==> src/rtl/sync_down_divider.sv <==
// Loadable down-counting clock divider with terminal-count pulse and toggling divided output.
// Define SYNC_DOWN_DIVIDER_AUTORELOAD_EN for a free-running divider; the default build is one-shot.
//
// state | meaning
// IDLE  | no count in progress, q_o = 0, waiting for a load
// RUN   | counting down, en_i was high on the last edge
// PAUSE | count held, en_i was low on the last edge
module sync_down_divider #(
  parameter int WIDTH = 8
) (
  input  logic             clk_i,
  input  logic             rst_i,
  input  logic             en_i,
  input  logic             abort_i,
  input  logic             load_valid_i,
  input  logic [WIDTH-1:0] load_val_i,
  output logic             load_ready_o,
  output logic [WIDTH-1:0] q_o,
  output logic             tc_o,
  output logic             div_o,
  output logic             busy_o
);

  typedef enum logic [1:0] {
    IDLE  = 2'd0,
    RUN   = 2'd1,
    PAUSE = 2'd2
  } state_t;

  localparam logic [WIDTH-1:0] ONE = WIDTH'(1);

  state_t           state;
  logic [WIDTH-1:0] reload;
  logic [WIDTH-1:0] next_reload;
  logic             load_acc;

  always_comb begin
`ifdef SYNC_DOWN_DIVIDER_AUTORELOAD_EN
    load_ready_o = !abort_i;
`else
    load_ready_o = !abort_i && (state == IDLE);
`endif
    load_acc    = load_valid_i && load_ready_o;
    // A load landing on the terminal-count edge must win over the old reload value.
    next_reload = load_acc ? load_val_i : reload;
    busy_o      = (state != IDLE);
  end

  always_ff @(posedge clk_i or posedge rst_i) begin
    if (rst_i) begin
      state  <= IDLE;
      q_o    <= '0;
      tc_o   <= 1'b0;
      div_o  <= 1'b0;
      reload <= '0;
    end else if (abort_i) begin
      state <= IDLE;
      q_o   <= '0;
      tc_o  <= 1'b0;
    end else begin
      tc_o <= 1'b0;
      case (state)
        IDLE: begin
          if (load_acc) begin
            if (load_val_i != '0) begin
              reload <= load_val_i;
              q_o    <= load_val_i;
              state  <= RUN;
            end else begin
              tc_o <= 1'b1;
            end
          end
        end
        RUN, PAUSE: begin
          reload <= next_reload;
          if (!en_i) begin
            state <= PAUSE;
          end else if (q_o > ONE) begin
            q_o   <= q_o - ONE;
            state <= RUN;
          end else if (q_o == ONE) begin
            tc_o  <= 1'b1;
            div_o <= ~div_o;
`ifdef SYNC_DOWN_DIVIDER_AUTORELOAD_EN
            // A zero reload cannot be counted down, so it ends the run instead.
            if (next_reload != '0) begin
              q_o   <= next_reload;
              state <= RUN;
            end else begin
              q_o   <= '0;
              state <= IDLE;
            end
`else
            q_o   <= '0;
            state <= IDLE;
`endif
          end else begin
            state <= IDLE;
          end
        end
        default: state <= IDLE;
      endcase
    end
  end

endmodule

==> config.mk <==
export PLATFORM = sky130hd
export DESIGN_NAME = sync_down_divider
export DESIGN_NICKNAME = d
export VERILOG_FILES = /design/src/rtl/sync_down_divider.sv
export SDC_FILE = /design/constraint.sdc
export NUM_CORES = 1
export LEC_CHECK = 0
export ABC_AREA = 1
export BUFFER_PORTS_ARGS = -buffer_cell sky130_fd_sc_hd__buf_2
export CORE_MARGIN = 2
export CORE_UTILIZATION = 30
export CTS_CLUSTER_DIAMETER = 60
export DETAILED_ROUTE_END_ITERATION = 7
export PLACE_DENSITY = 0.56
export RECOVER_POWER = 50
export SLEW_MARGIN = 40
export SYNTH_ARGS = -nofsm -noshare
export SYNTH_HDL_FRONTEND = slang
export SYNTH_SLANG_ARGS = --single-unit
export TNS_END_PERCENT = 100
==> constraint.sdc <==
create_clock -name clk_i -period 3.2 [get_ports clk_i]
set_input_delay 0.64 -clock clk_i [delete_from_list [all_inputs] [get_ports clk_i]]
set_output_delay 0.64 -clock clk_i [all_outputs]
set_load 0.02 [all_outputs]
Word level (Yosys, flattened, before mapping) --
Index checks and enable logic that the tools add are counted.
Cells by class: add/sub/neg operators 1, $mul 0, div/mod/pow operators 0, $lt $le $gt $ge 1, equal/unequal tests 7, shift-type cells 0, mux-type cells 20, bitwise logic cells 3, reductions and logical operators 11
Operator list (number):
- 8-bit 2-to-1 mux | 6
- 8-bit case mux with 2 select lines | 1
- 5-bit AND reduction | 2
- 8-bit by 1-bit == test with 1-bit output, second input constant | 1
- 8-bit by 1-bit > comparator with 1-bit output, second input constant | 1
- 2-bit 2-to-1 mux | 4
- 8-bit nonzero test | 1
- 8-bit by 1-bit subtractor with 8-bit output, second input constant | 1
- 1-bit 2-to-1 mux | 7
- 3-bit != test, second input constant | 2
- 4-bit != test, second input constant | 1
- 2-bit case mux with 2 select lines | 1
- 3-bit by 2-bit != test with 1-bit output, second input constant | 1
- 1-bit NOT | 3
- 3-bit nonzero test | 1
- 2-bit by 1-bit == test with 1-bit output, second input constant | 1
- 2-bit == test, second input constant | 1
- 1-bit logical AND | 2
- 2-bit logical NOT | 1
- 1-bit case mux with 2 select lines | 1
- 2-bit AND reduction | 1
- 2-bit nonzero test | 1
- 2-bit OR reduction | 1
- 1-bit logical NOT | 1
Word-level totals: flip-flop bits (word level) 12, latch bits 0, memory bits (writable) 0, memory bits (read-only) 0, input port bits 13, output and inout bits 12, logic and storage cells 47, memories 0

Depth between registers and ports, before layout --
word-level depth 6, mapped depth 10, mapped depth without buffers 10

Worst setup path after synthesis --
OpenSTA, ideal clock, no wires.
kind reg-to-output, from register state[0], to output port load_ready_o, arrival time 1112 ps, required time 2560 ps, slack 1448 ps, stages on the path, launching flop included 5, path buffers 0, path through dfrtp_1 > inv_1 > ha_1 > inv_1 > nor2_1
On the way: cells in the longest elaborated chain, start to end 2
Ends and longest elaborated chain:
- start, declared | line 32 | state_t state;
- start signal, assigned | line 51 | state <= IDLE;
- start signal, assigned | line 57 | state <= IDLE;
- start signal, assigned | line 68 | state <= RUN;
- 2-bit logical NOT | line 41 | load_ready_o = !abort_i && (state == IDLE);
- 1-bit logical AND | line 41
- end, declared | line 17 | output logic load_ready_o,
No other way between the ends.

Worst setup path after layout --
Same ends and word-level chain as after synthesis.

==> impl_metrics.csv <==
group,metric,value,unit
pwr,ir_drop,0.308,mV
detailed_routing,via_count,946,
outcome,status,"finished with violations",
timing,final_max_slew_viol_count,0,
yosys,synth-compound-area-share,6.48,%
worst_setup_path,cp_cell_sequence,"inv_1, ha_1, inv_1, nor2_1, buf_2",
detailed_routing,ant_nets,0,
clocking,cts_buffers,3,
worst_setup_path,cpMaxStageDelayCell,"dfrtp_1",
worst_setup_path,crit_type,"flop to output pin",
floorplan,die-area,0.00348,sq mm
yosys,syn_nets,154,
clocking,cts.repair.resized,0,
clocking,cts_num_sinks,12,
pwr,power_frac_seq,25.0,%
layout,n_fill_cell,313,
yosys,yosysTopAreaCell,"dfrtp_1",
global_routing,antenna_found_initial,0,
yosys,synthCells,137,
detailed_routing,drt_iter0_markers,33,
clocking,cts_hold_buffers,0,
timing,slew-limit-headroom,67.5,%
yosys,synthAdderAreaFrac,5.52,%
timing,tightest_slew,0.487,ns
timing,skew,0.000662,ns
clocking,clock_path_buffers,2,
layout,diodes,0,
timing,finalHoldWorstSlack,0.365,ns
worst_setup_path,worst_ep_required_time,2.56,ns
worst_setup_path,cp-end-kind,"output pin",
yosys,syn_area,907,sq um
worst_setup_path,cp_common_cell,"inv_1",
layout,syn_to_final_growth,20.3,%
job,max-cap-violations,0,
layout,instances_no_fill,195,
layout,seqCellArea,300,sq um
yosys,synth.avg_cell_area,6.62,sq um
layout,multi_input_area,543,sq um
detailed_routing,wl_per_cell,11.7,um
worst_setup_path,slowest_delay,0.39,ns
timing,setup-tns-final,0,ns
placed_design,hpwlAfterDp,1.83,mm
clocking,path_clk_slew,0.08,ns
yosys,synth_top_family_by_area,"simple AND/OR/NAND/NOR gates",
pwr,clkPwrFrac,11.1,%
layout,final_nets,182,
yosys,synth-seq-area-share,33.1,%
global_routing,grtUsageTotal,14.9,%
yosys,synthDistinctLibCells,23,
timing,fin_crit_sh,63.6,%
pwr,p_sw,0.000600,W
worst_setup_path,path_max_fanout,4,
floorplan,start_util,32.3,%
hold_path,hp-class,"primary input to asynchronous set/reset pin",
clocking,cts_tree,"built",
timing,period_minus_slack,2.04,ns
yosys,synth_seq_cells,12,
floorplan,rows,19,
yosys,synth_area_leaders,"dfrtp_1, nand2_1, nand3_1, nor2_1, ha_1",
worst_setup_path,cp-start-kind,"flop",
placed_design,place.gp.congestion,0.855,
yosys,synth_xor_xnor_area_share,3.86,%
pwr,power.share.switching,53.7,%
yosys,yosysWarnings,0,
pwr,pwr-share-comb,63.9,%
pwr,internal-power,0.000518,W
placed_design,dp.cells,191,
outcome,violations,"design-rule violations",
clocking,insertion_delay,0.28,ns
yosys,muxShareOfSynthArea,0,%
pwr,p_leak,0.604,nW
layout,drive_gt1_share,20.1,%
global_routing,grt_overflow_total,0,
clocking,post_cts_buffers,0,
detailed_routing,drt_wl_total,2.28,mm
timing,grt_setup_unrepaired,"false",
timing,finalSetupViolCount,0,
global_routing,grt_pass1_wl,3.88,mm
global_routing,grt_pass1_vias,877,
pwr,power,0.00112,W
timing,max_freq,0.491,GHz
pwr,powerDensity,1020,mW/mm^2
yosys,synthSimpleGateAreaFrac,44.0,%
worst_setup_path,worstPathArrival,1.40,ns
layout,post-route-util,38.9,%
detailed_routing,drc,1,
detailed_routing,vias_per_cell,4.85,
clocking,htreeDepth,1,
clocking,clockRootBuffer,"clkbuf_4",
placed_design,port_buffers,24,
yosys,synth.top_cell.area_share,33.1,%
detailed_routing,dr.pass1.iters,6,
timing,finalHoldViolCount,0,
global_routing,grt_max_degree,13,
floorplan,die_h,59.0,um
floorplan,die_x,59.0,um
floorplan,num_io_pins,25,
floorplan,core,0.00281,sq mm
==> worst paths after layout <==
path	start	endpoint	slack, ns	cells past startpoint
worst min-delay path	rst_i	q_o[7]	0.37	2
worst max-delay path	state[0]	load_ready_o	1.16	5
worst max register to register	state[0]	q_o[7]	1.33	8
worst min register to register	div_o	div_o	0.48	1
max in group asynchronous	rst_i	q_o[0]	2.51	2
min in group clk_i	div_o	div_o	0.48	1
==> layout by cell type (no fill, tap or decap), drive strengths merged <==
cell	count
clkbuf	9
dfrtp	12
a21boi	1
nor2	21
buf	19
xnor2	2
inv	14
o21ai	4
o22ai	2
nand4	2
nand2	54
o21bai	1
clkinv	1
xor2	2
o211ai	1
ha	4
nor3	1
nand3	14
==> critical path: cells and delay by family, from the launching register on <==
family        cells  cell delay, ns
fa+ha+maj         1            0.19
flops             1            0.39
simple gates      1            0.18
buf+inv           3            0.36
==> Yosys cell counts <==
master,count
o22ai_1,2
nand3_1,14
nor2_4,2
inv_1,13
nor2_1,16
o21bai_1,1
dfrtp_1,12
nor3_1,1
buf_2,1
ha_1,4
xor2_1,2
o21ai_1,1
inv_4,1
o21ai_0,2
o211ai_1,1
nor2_2,3
nand2_1,51
o21ai_2,1
xnor2_1,2
nand4_1,2
nand2_2,3
clkinv_1,1
a21boi_0,1
==> sequential cells by signal (all words and copies together), names as in the netlist <==
name	cells
tc_o	1
q_o	8
state	2
div_o	1
==> final cells by class <==
type / instances / share of cell area, %
repair buffers: 24 / 10.4
inverters: 15 / 5.39
clock buffers: 4 / 3.33
well taps: 31 / 3.56
flip-flops and latches: 12 / 27.5
multi-input cells: 109 / 49.8
==> power groups by stage <==
stage	Sequential [W]	Clock [W]	Combinational, W
final	0.000279	0.000124	0.000715
after global routing	0.000287	0.000137	0.000812
after CTS	0.000279	0.000128	0.000728
after detailed placement	0.000282	0	0.000725
after global placement	0.000280	0	0.000720
after floorplan	0.000324	0	0.000495
==> layer usage <==
metal  GRT usage, %  part of all wire, %  routed length [um]
met3           3.28                  3.2                  74
met2           25.2                   50                1140
met5              0                    0                   0
met1           18.7                   45                1020
met4           4.87                  1.6                  36
==> per-stage QoR <==
step	instance area [sq um]	setup WS [ns]
floorplan	907	1.45
global placement	1060	1.33
detailed placement	1060	1.33
CTS	1100	1.15
global route	1090	1.05
finish	1090	1.16
==> cells by family (layout without fill, tap and decap cells) <==
kind of cell / count (synthesis) / after routing
flip-flops: 12 / 12
XOR/XNOR: 4 / 4
AND/OR/NAND/NOR: 92 / 92
adder cells (fa/ha/maj): 4 / 4
AO/OA/AOI/OAI: 9 / 9
buffers and inverters: 16 / 43
(Power assumes the default switching activity.)
